==> config.mk <==
export PLATFORM = sky130hd
export DESIGN_NAME = gcode_cmd_queue
export DESIGN_NICKNAME = d
export VERILOG_FILES = /design/src/rtl/gcode_cmd_queue.sv
export SDC_FILE = /design/constraint.sdc
export NUM_CORES = 1
export LEC_CHECK = 0
export BUFFER_PORTS_ARGS = -buffer_cell sky130_fd_sc_hd__clkbuf_2
export CAP_MARGIN = 20
export CELL_PAD_IN_SITES_DETAIL_PLACEMENT = 2
export CELL_PAD_IN_SITES_GLOBAL_PLACEMENT = 2
export CORE_MARGIN = 2
export CORE_UTILIZATION = 40
export CTS_CLUSTER_DIAMETER = 120
export DETAILED_ROUTE_END_ITERATION = 7
export MAX_ROUTING_LAYER = met4
export PLACE_DENSITY_LB_ADDON = 0.1
export SYNTH_ARGS = -nofsm -noshare
export SYNTH_HDL_FRONTEND = slang
export SYNTH_SLANG_ARGS = --single-unit
==> constraint.sdc <==
create_clock -name clk -period 5.1 [get_ports clk]
set_input_delay 0.51 -clock clk [delete_from_list [all_inputs] [get_ports clk]]
set_output_delay 0.51 -clock clk [all_outputs]
set_load 0.02 [all_outputs]
==> src/rtl/gcode_cmd_queue.sv <==
// Command FIFO between the G-code parser and the motion controller, with a
// dispatch FSM that presents each command for a fixed hold window and then a gap.
module gcode_cmd_queue #(
    parameter int DEPTH       = 16,
    parameter int HOLD_CYCLES = 4,
    parameter int GAP_CYCLES  = 4,
    localparam int AW         = $clog2(DEPTH)
) (
    input  logic          clk,
    input  logic          reset_n,
    input  logic          wr_valid,
    output logic          wr_ready,
    input  logic [3:0]    wr_cmd,
    input  logic [13:0]   wr_x,
    input  logic [13:0]   wr_y,
    input  logic          flush,
    input  logic          block,
    input  logic          controller_ready,
    output logic [3:0]    cmd,
    output logic [13:0]   x_value_in,
    output logic [13:0]   y_value_in,
    output logic          memory_ready,
    output logic [AW:0]   count,
    output logic          empty,
    output logic          full,
    output logic          overflow
);

    localparam int CNT_MAX = (HOLD_CYCLES > GAP_CYCLES) ? HOLD_CYCLES : GAP_CYCLES;
    localparam int CW      = $clog2(CNT_MAX) + 1;
    localparam logic [AW:0] FULL_COUNT = (AW + 1)'(DEPTH);
    localparam logic [CW-1:0] HOLD_LAST = CW'(HOLD_CYCLES - 1);
    localparam logic [CW-1:0] GAP_LAST  = CW'(GAP_CYCLES - 1);

    typedef enum logic [1:0] {
        IDLE,
        PRESENT,
        GAP
    } state_t;

    state_t          state_q, state_d;
    logic [CW-1:0]   cnt_q, cnt_d;
    logic [AW-1:0]   wr_ptr_q, wr_ptr_d;
    logic [AW-1:0]   rd_ptr_q, rd_ptr_d;
    logic [AW:0]     count_q, count_d;
    logic            overflow_q, overflow_d;
    logic [31:0]     out_q, out_d;
    logic [31:0]     mem_q [DEPTH];

    logic            push;
    logic            pop;

    assign full         = (count_q == FULL_COUNT);
    assign empty        = (count_q == '0);
    assign wr_ready     = !full;
    assign count        = count_q;
    assign overflow     = overflow_q;
    assign memory_ready = (state_q == PRESENT);
    assign cmd          = out_q[31:28];
    assign x_value_in   = out_q[27:14];
    assign y_value_in   = out_q[13:0];

    // Flush takes priority over both the write and a pop in the same cycle.
    always_comb begin
        push       = wr_valid && !full && !flush;
        pop        = (state_q == IDLE) && !empty && controller_ready && !block && !flush;
        wr_ptr_d   = wr_ptr_q;
        rd_ptr_d   = rd_ptr_q;
        count_d    = count_q;
        overflow_d = overflow_q;
        if (flush) begin
            wr_ptr_d   = '0;
            rd_ptr_d   = '0;
            count_d    = '0;
            overflow_d = 1'b0;
        end else begin
            if (push) begin
                wr_ptr_d = wr_ptr_q + AW'(1);
            end
            if (pop) begin
                rd_ptr_d = rd_ptr_q + AW'(1);
            end
            count_d = count_q + (AW + 1)'(push) - (AW + 1)'(pop);
            if (wr_valid && full) begin
                overflow_d = 1'b1;
            end
        end
    end

    always_comb begin
        state_d = state_q;
        cnt_d   = cnt_q;
        out_d   = out_q;
        case (state_q)
            IDLE: begin
                if (pop) begin
                    out_d   = mem_q[rd_ptr_q];
                    state_d = PRESENT;
                    cnt_d   = '0;
                end
            end
            PRESENT: begin
                // A blocked command is abandoned; it has already left the FIFO.
                if (block || cnt_q == HOLD_LAST) begin
                    state_d = GAP;
                    cnt_d   = '0;
                end else begin
                    cnt_d = cnt_q + CW'(1);
                end
            end
            GAP: begin
                if (cnt_q == GAP_LAST) begin
                    state_d = IDLE;
                    cnt_d   = '0;
                end else begin
                    cnt_d = cnt_q + CW'(1);
                end
            end
            default: begin
                state_d = IDLE;
                cnt_d   = '0;
            end
        endcase
    end

    always_ff @(posedge clk or negedge reset_n) begin
        if (!reset_n) begin
            state_q    <= IDLE;
            cnt_q      <= '0;
            wr_ptr_q   <= '0;
            rd_ptr_q   <= '0;
            count_q    <= '0;
            overflow_q <= 1'b0;
            out_q      <= '0;
        end else begin
            state_q    <= state_d;
            cnt_q      <= cnt_d;
            wr_ptr_q   <= wr_ptr_d;
            rd_ptr_q   <= rd_ptr_d;
            count_q    <= count_d;
            overflow_q <= overflow_d;
            out_q      <= out_d;
        end
    end

    // Storage array carries no reset; occupancy is tracked by the pointers.
    always_ff @(posedge clk) begin
        if (push) begin
            mem_q[wr_ptr_q] <= {wr_cmd, wr_x, wr_y};
        end
    end

endmodule

==> results.txt, run 1 <==
vias in the first global route -> 11700
f_max -> 327 MHz
most common cell in the netlist -> edfxtp_1
Area contributors post-synth -> edfxtp_1 70%, mux4_2 11%, dfrtp_1 5.8%
wire length per cell -> 29.3 µm
Final Max Tran Viols -> 0
die area -> 56900 µm²
Mapped Cells -> 996
Min Hold Slack -> 0.0445 ns
Area growth syn-to-layout -> 14.4%
syn nets -> 1053
Mapped Area -> 22000 µm²
Startpoint Class -> flop
clock latency on the worst-skew pair -> 0.62 ns
CP cell instances -> inv_1 > ha_1 > nand4bb_1 > and2_1 > nand2_1 > nor2_4 > buf_4
Power Dens Cells -> 438 nW/µm²
Via-to-Cell Ratio -> 5.61
count of final setup violators -> 0
Gates resized, CTS repair -> 0
Main synth FF type -> edfxtp_1
GRT Residual Overflow -> 0
DR DRC count -> 0
DR pass1 iterations -> 5
initial antenna violation count -> 2
hold buffer count at CTS -> 0
hold violation total from the final report -> 0
Initial Utilization -> 40.7%
Iter 0 DRT Violations -> 636
Antenna Violating Nets Remaining -> 0
clk sinks -> 563
post-synth top area share -> 69.8%
GR Util All Layers -> 20.3%
crit path capture type -> flop
VDD IR max -> 0.000248 V
synth cell count leaders -> 512 x edfxtp_1, 109 x mux4_2, 51 x dfrtp_1
min-delay worst type -> primary input to asynchronous set/reset pin
CTS tree -> yes
Synth cell types -> 44
Max-Cap Viols -> 0
Final Cycle Share -> 60.0%
dpl hpwl -> 31.1 mm
CORE AREA -> 54100 µm²
clock-pin transition on the worst setup and hold timing paths -> 0.06 ns
# IOs -> 80
cell taking the most area after synthesis -> edfxtp_1
Leak -> 8.07 nW
Avg Synthesized Cell Area -> 22.1 µm²
CTS max path bufs -> 3
Slew @ Worst Pin -> 1.08 ns
worst r2r src -> count[2]
Worst Path Required -> 5.38 ns
area occupied by multi-input gates -> 5060 µm²
Final Wtd Congestion -> 0.724
crit path kind -> flop to flop
fin crit period -> 3.06 ns
EDFF count, synth -> 512
r2r setup slk -> 2.04 ns
clk_skew -> 0.0154 ns
largest net degree at the start of global routing -> 59
CP peak stage delay -> 0.76 ns
layout cells sized above 1 -> 33.3%
Rel. slew slack -> 28.0%
CTS Buf Count -> 61
post-synthesis sequential area ratio -> 75.6%
Storage cell area -> 16700 µm²
RSZ-0062 raised after global routing -> false
Fillers -> 4830
status -> completed
Critical-path top delay cell -> nor2_4
Rows -> 85
H-tree levels -> 2
first-pass GRT wire length -> 81.0 mm
Final Util -> 46.5%
Top delay family on crit path -> simple AND/OR/NAND/NOR gates
Die X -> 239 µm
Post-CTS Setup Bufs -> 0
flops & latches, synth -> 563
port buffer count -> 79
Yosys warning count -> 0
FF-to-FF path depth -> 7
CTS root buf -> clkbuf_16
WP buf/inv -> 2
worst endpoint data arrival time -> 3.34 ns
total wire length -> 54.5 mm
via count -> 10400
reg-to-reg endpoint -> mem_q[1][27]
setup TNS -> 0 ns
CP max FO -> 19
chip height -> 239 µm
Nets -> 1167
FFs w/ async S/R, synth -> 9.06%
## metal layers
metal  track usage (%)  routed length (µm)  vias up  part of all wire, %
li1                  -                   -     4401                    -
met1              26.2               23600     5744                   43
met2              34.1               27800      198                   51
met3              2.55                1670       88                  3.1
met4              5.93                1360        0                  2.5
met5                 -                   0        -                    0
## layout make-up
cell class	count	area share [%]
Antenna cell	2	0.0199
Clock buffer	88	6.71
Clock inverter	26	0.720
Inverter	16	0.238
Multi-Input combinational cell	363	20.1
Sequential cell	563	66.2
Tap cell	696	3.46
Timing Repair Buffer	105	2.60
## sequential cells by signal (all words and copies together) (netlist names)
| register | cells |
|---|---|
| overflow | 1 |
| rd_ptr_q | 4 |
| state_q | 2 |
| count | 5 |
| out_q | 32 |
| wr_ptr_q | 4 |
| mem_q | 512 |
| cnt_q | 3 |
## metrics by stage
step | setup WS, ns | total power, mW | instances | instance area [µm²]
floorplan | 1.75 | 6.39 | 996 | 22000
global placement | 2.03 | 6.92 | 1741 | 23300
global route | 1.80 | 11.4 | 1859 | 25200
CTS | 1.93 | 11.2 | 1857 | 25200
finish | 2.04 | 11.0 | 1859 | 25200
detailed placement | 1.97 | 6.97 | 1743 | 23300
## power breakdown
group | leakage (nW) | switching (mW) | internal, mW
combinational | 1.92 | 0.841 | 0.552
clock | 0.918 | 1.79 | 2.39
sequential | 5.23 | 0.179 | 5.27
total | 8.07 | 2.81 | 8.21
## worst max path at each step
stage                   from            to  slack (ns)  cells after the start
CTS                 count[2]  mem_q[1][23]        1.93                      7
global placement    count[3]  mem_q[1][24]        2.03                      7
detailed placement  count[2]  mem_q[1][23]        1.97                      7
global route        count[2]  mem_q[1][29]        1.80                      7
floorplan           count[2]  mem_q[12][0]        1.75                      7
finish              count[2]  mem_q[1][27]        2.04                      7
## layout by cell type, fill, tap and decap left out, drive strengths merged, types with 2 or more instances in the layout
master / instances
nor3: 3
nand3b: 2
dfrtp: 51
o21ai: 3
a21oi: 38
xnor2: 5
bufinv: 2
nor2: 30
buf: 27
nand2: 6
nand3: 5
nand2b: 3
clkbuf: 166
inv: 16
mux4: 128
nor2b: 3
nor3b: 2
clkinv: 24
xor2: 3
o22ai: 64
diode: 2
ha: 18
mux2: 35
edfxtp: 512
nor4b: 2
## kinds of logic after synthesis
logic type / count (synthesis) / synth area share (%)
buffers and inverters: 70 / 1.96
and+or+nand+nor: 63 / 1.50
AOI/OAI and AO/OA: 110 / 3.85
DFF: 563 / 75.6
muxes: 163 / 15.6
xor gates and xnor gates: 8 / 0.318
adders and majority gates: 19 / 1.11
No activity file was read; power rests on OpenSTA's default activity.
==> inputs of run 2 (changes only) <==
Clock period 5.1 ns to 2.9 ns, I/O delays scaled along.
==> run 2 against run 1 <==
- die area unchanged
- sequential cell count is the same
- wire length grew 0.79%
- final cell count up 1.3%
- clock skew increased by 0.0034 ns
- total power up 78%
- critical path depth grew 2
- global-route usage increased by 0.060 points
- clock-buffer cell count decreased by 12
- utilization up 0.97 points
- critical path type unchanged
==> results.txt, run 2 (synthesized netlist as in run 1, its figures left out) <==
Top delay family on crit path -> simple AND/OR/NAND/NOR gates
Die X -> 239 µm (unchanged)
die area -> 56900 µm² (unchanged)
Final Wtd Congestion -> 0.698 (-3.6%)
total power -> 19.6 mW (+78%)
initial antenna violation count -> 3 (+1)
Slew @ Worst Pin -> 0.800 ns (-0.280 ns)
RSZ-0062 raised after global routing -> false
FF-to-FF path depth -> 9 (+2)
VDD IR max -> 0.000468 V (+89%)
DR pass1 iterations -> 4 (-1)
Via-to-Cell Ratio -> 5.57 (-0.74%)
Final Cell Area -> 25700 µm² (+2.1%)
largest net degree at the start of global routing -> 65 (+10%)
reg-to-reg endpoint -> out_q[27]
port buffer count -> 79 (unchanged)
worst endpoint data arrival time -> 3.13 ns (-0.21 ns)
chip height -> 239 µm (unchanged)
# IOs -> 80 (unchanged)
Iter 0 DRT Violations -> 637 (+0.16%)
most common cell after layout, fill and taps aside -> edfxtp_1
Gates resized, CTS repair -> 0 (unchanged)
clock latency on the worst-skew pair -> 0.61 ns (about the same)
Placed Area -> 23700 µm² (+1.8%)
first-pass GRT wire length -> 80.9 mm (-0.15%)
worst r2r src -> state_q[0]
dpl ws -> 0.269 ns (-1.70 ns)
Rel. slew slack -> 46.7% (+19 points)
f_max -> 378 MHz (+16%)
CP cell instances -> inv_1 > ha_1 > nand3b_1 > buf_4 > buf_4 > or4b_2 > buf_4 > o22ai_1 > a21oi_1
vias in the first global route -> 11800 (+1.1%)
CP max FO -> 25 (+6)
H-tree levels -> 2 (unchanged)
via count -> 10500 (+0.54%)
Fillers -> 4759 (-1.5%)
Startpoint Class -> flop
clk sinks -> 563 (unchanged)
Area growth syn-to-layout -> 16.8%
GR Util All Layers -> 20.4% (+0.060 points)
CP peak stage delay -> 0.63 ns (-0.13 ns)
fin crit period -> 2.65 ns (-0.411 ns)
Final Cycle Share -> 91.3% (+31 points)
Initial Utilization -> 40.7% (unchanged)
Min Hold Slack -> 0.0910 ns (+0.0465 ns)
Antenna Violating Nets Remaining -> 0 (unchanged)
status -> completed
Final Max Tran Viols -> 0 (unchanged)
setup TNS -> 0 ns (unchanged)
Power Dens Cells -> 763 nW/µm² (+74%)
CTS root buf -> clkbuf_16
CORE AREA -> 54100 µm² (unchanged)
GRT Residual Overflow -> 0 (unchanged)
DR DRC count -> 0 (unchanged)
total wire length -> 54.9 mm (+0.79%)
Critical-path top delay cell -> or4b_2
r2r setup slk -> 0.25 ns (-1.79 ns)
Worst Path Required -> 3.38 ns (-2.00 ns)
clk_skew -> 0.0188 ns (+0.00341 ns)
count of final setup violators -> 0 (unchanged)
dpl hpwl -> 30.0 mm (-3.4%)
wire length per cell -> 29.2 µm (-0.50%)
hold violation total from the final report -> 0 (unchanged)
CTS max path bufs -> 3 (unchanged)
Max-Cap Viols -> 0 (unchanged)
Rows -> 85 (unchanged)
CTS tree -> yes
WP buf/inv -> 4 (+2)
Final WS setup -> 0.251 ns (-1.79 ns)
layout cells sized above 1 -> 36.1% (+2.8 points)
crit-path most repeated cell -> buf_4
crit path kind -> flop to flop
crit path capture type -> flop
min-delay worst type -> primary input to flop
most frequent cells in the layout -> 512 x edfxtp_1, 109 x mux4_2, 78 x clkbuf_2
CTS Buf Count -> 59 (-3.3%)
clock-pin transition on the worst setup and hold timing paths -> 0.06 ns (about the same)
max FFs per register -> 512 (unchanged)
Biggest register -> mem_q
Hold Crit Depth -> 1
Leak -> 8.30 nW (+2.9%)
HP Start -> wr_cmd[3]
Nets -> 1191 (+2.1%)
hold path endpoint -> mem_q[6][31]
[run 2: per-stage QoR]
step	instances	util, %
after floorplan	996	-
after global placement	1765	43.8
after detailed placement	1765	43.8
after CTS	1878	47.4
after global routing	1883	47.5
final	1883	47.5
[run 2: routing by layer]
metal	GRT usage, %	part of all wire, %
met2	33.8	50
met5	-	0
met3	2.86	3.1
met4	5.17	2.1
met1	26.7	45
[run 2: repair_timing]
item | 4_1_cts | 5_1_grt
buffers inserted | 0 | 1
hold endpoints to repair | 30 | 0
hold buffers | 2 | 0
endpoints found under the setup margin | 0 | 1
[run 2: power breakdown]
part	total, mW	switching (mW)	internal (mW)
Clock	7.48	3.13	4.35
Combinational	2.53	1.49	1.05
Sequential	9.60	0.333	9.27
Total	19.6	4.95	14.7
[run 2: worst max path at each step]
stage / from / endpoint / slack, ns / depth (start not counted)
6_report: state_q[0] / out_q[27] / 0.25 / 9
3_5_place_dp: state_q[0] / count[4] / 0.27 / 13
4_1_cts: state_q[0] / count[4] / 0.24 / 13
2_1_floorplan: count[1] / mem_q[12][0] / -0.34 / 5
3_3_place_gp: count[3] / count[4] / 0.35 / 13
5_1_grt: state_q[0] / count[4] / 0.002 / 13
[run 2: final cells by class]
| type | instances | area, µm² | area share [%] |
|---|---|---|---|
| Multi-Input combinational cell | 363 | 5080 | 19.7 |
| Clock inverter | 35 | 268 | 1.04 |
| Clock buffer | 76 | 1650 | 6.43 |
| Timing Repair Buffer | 131 | 1110 | 4.33 |
| Sequential cell | 563 | 16700 | 64.8 |
| Antenna cell | 3 | 7.51 | 0.0292 |
| Tap cell | 696 | 871 | 3.39 |
| Inverter | 16 | 60.1 | 0.234 |
[run 2: worst reg2reg max path, stage by stage (launching register included)]
cell	delay, ns
dfrtp_1	0.40
inv_1	0.11
ha_1	0.19
nand3b_1	0.18
buf_4	0.19
buf_4	0.14
or4b_2	0.63
buf_4	0.36
o22ai_1	0.26
a21oi_1	0.07
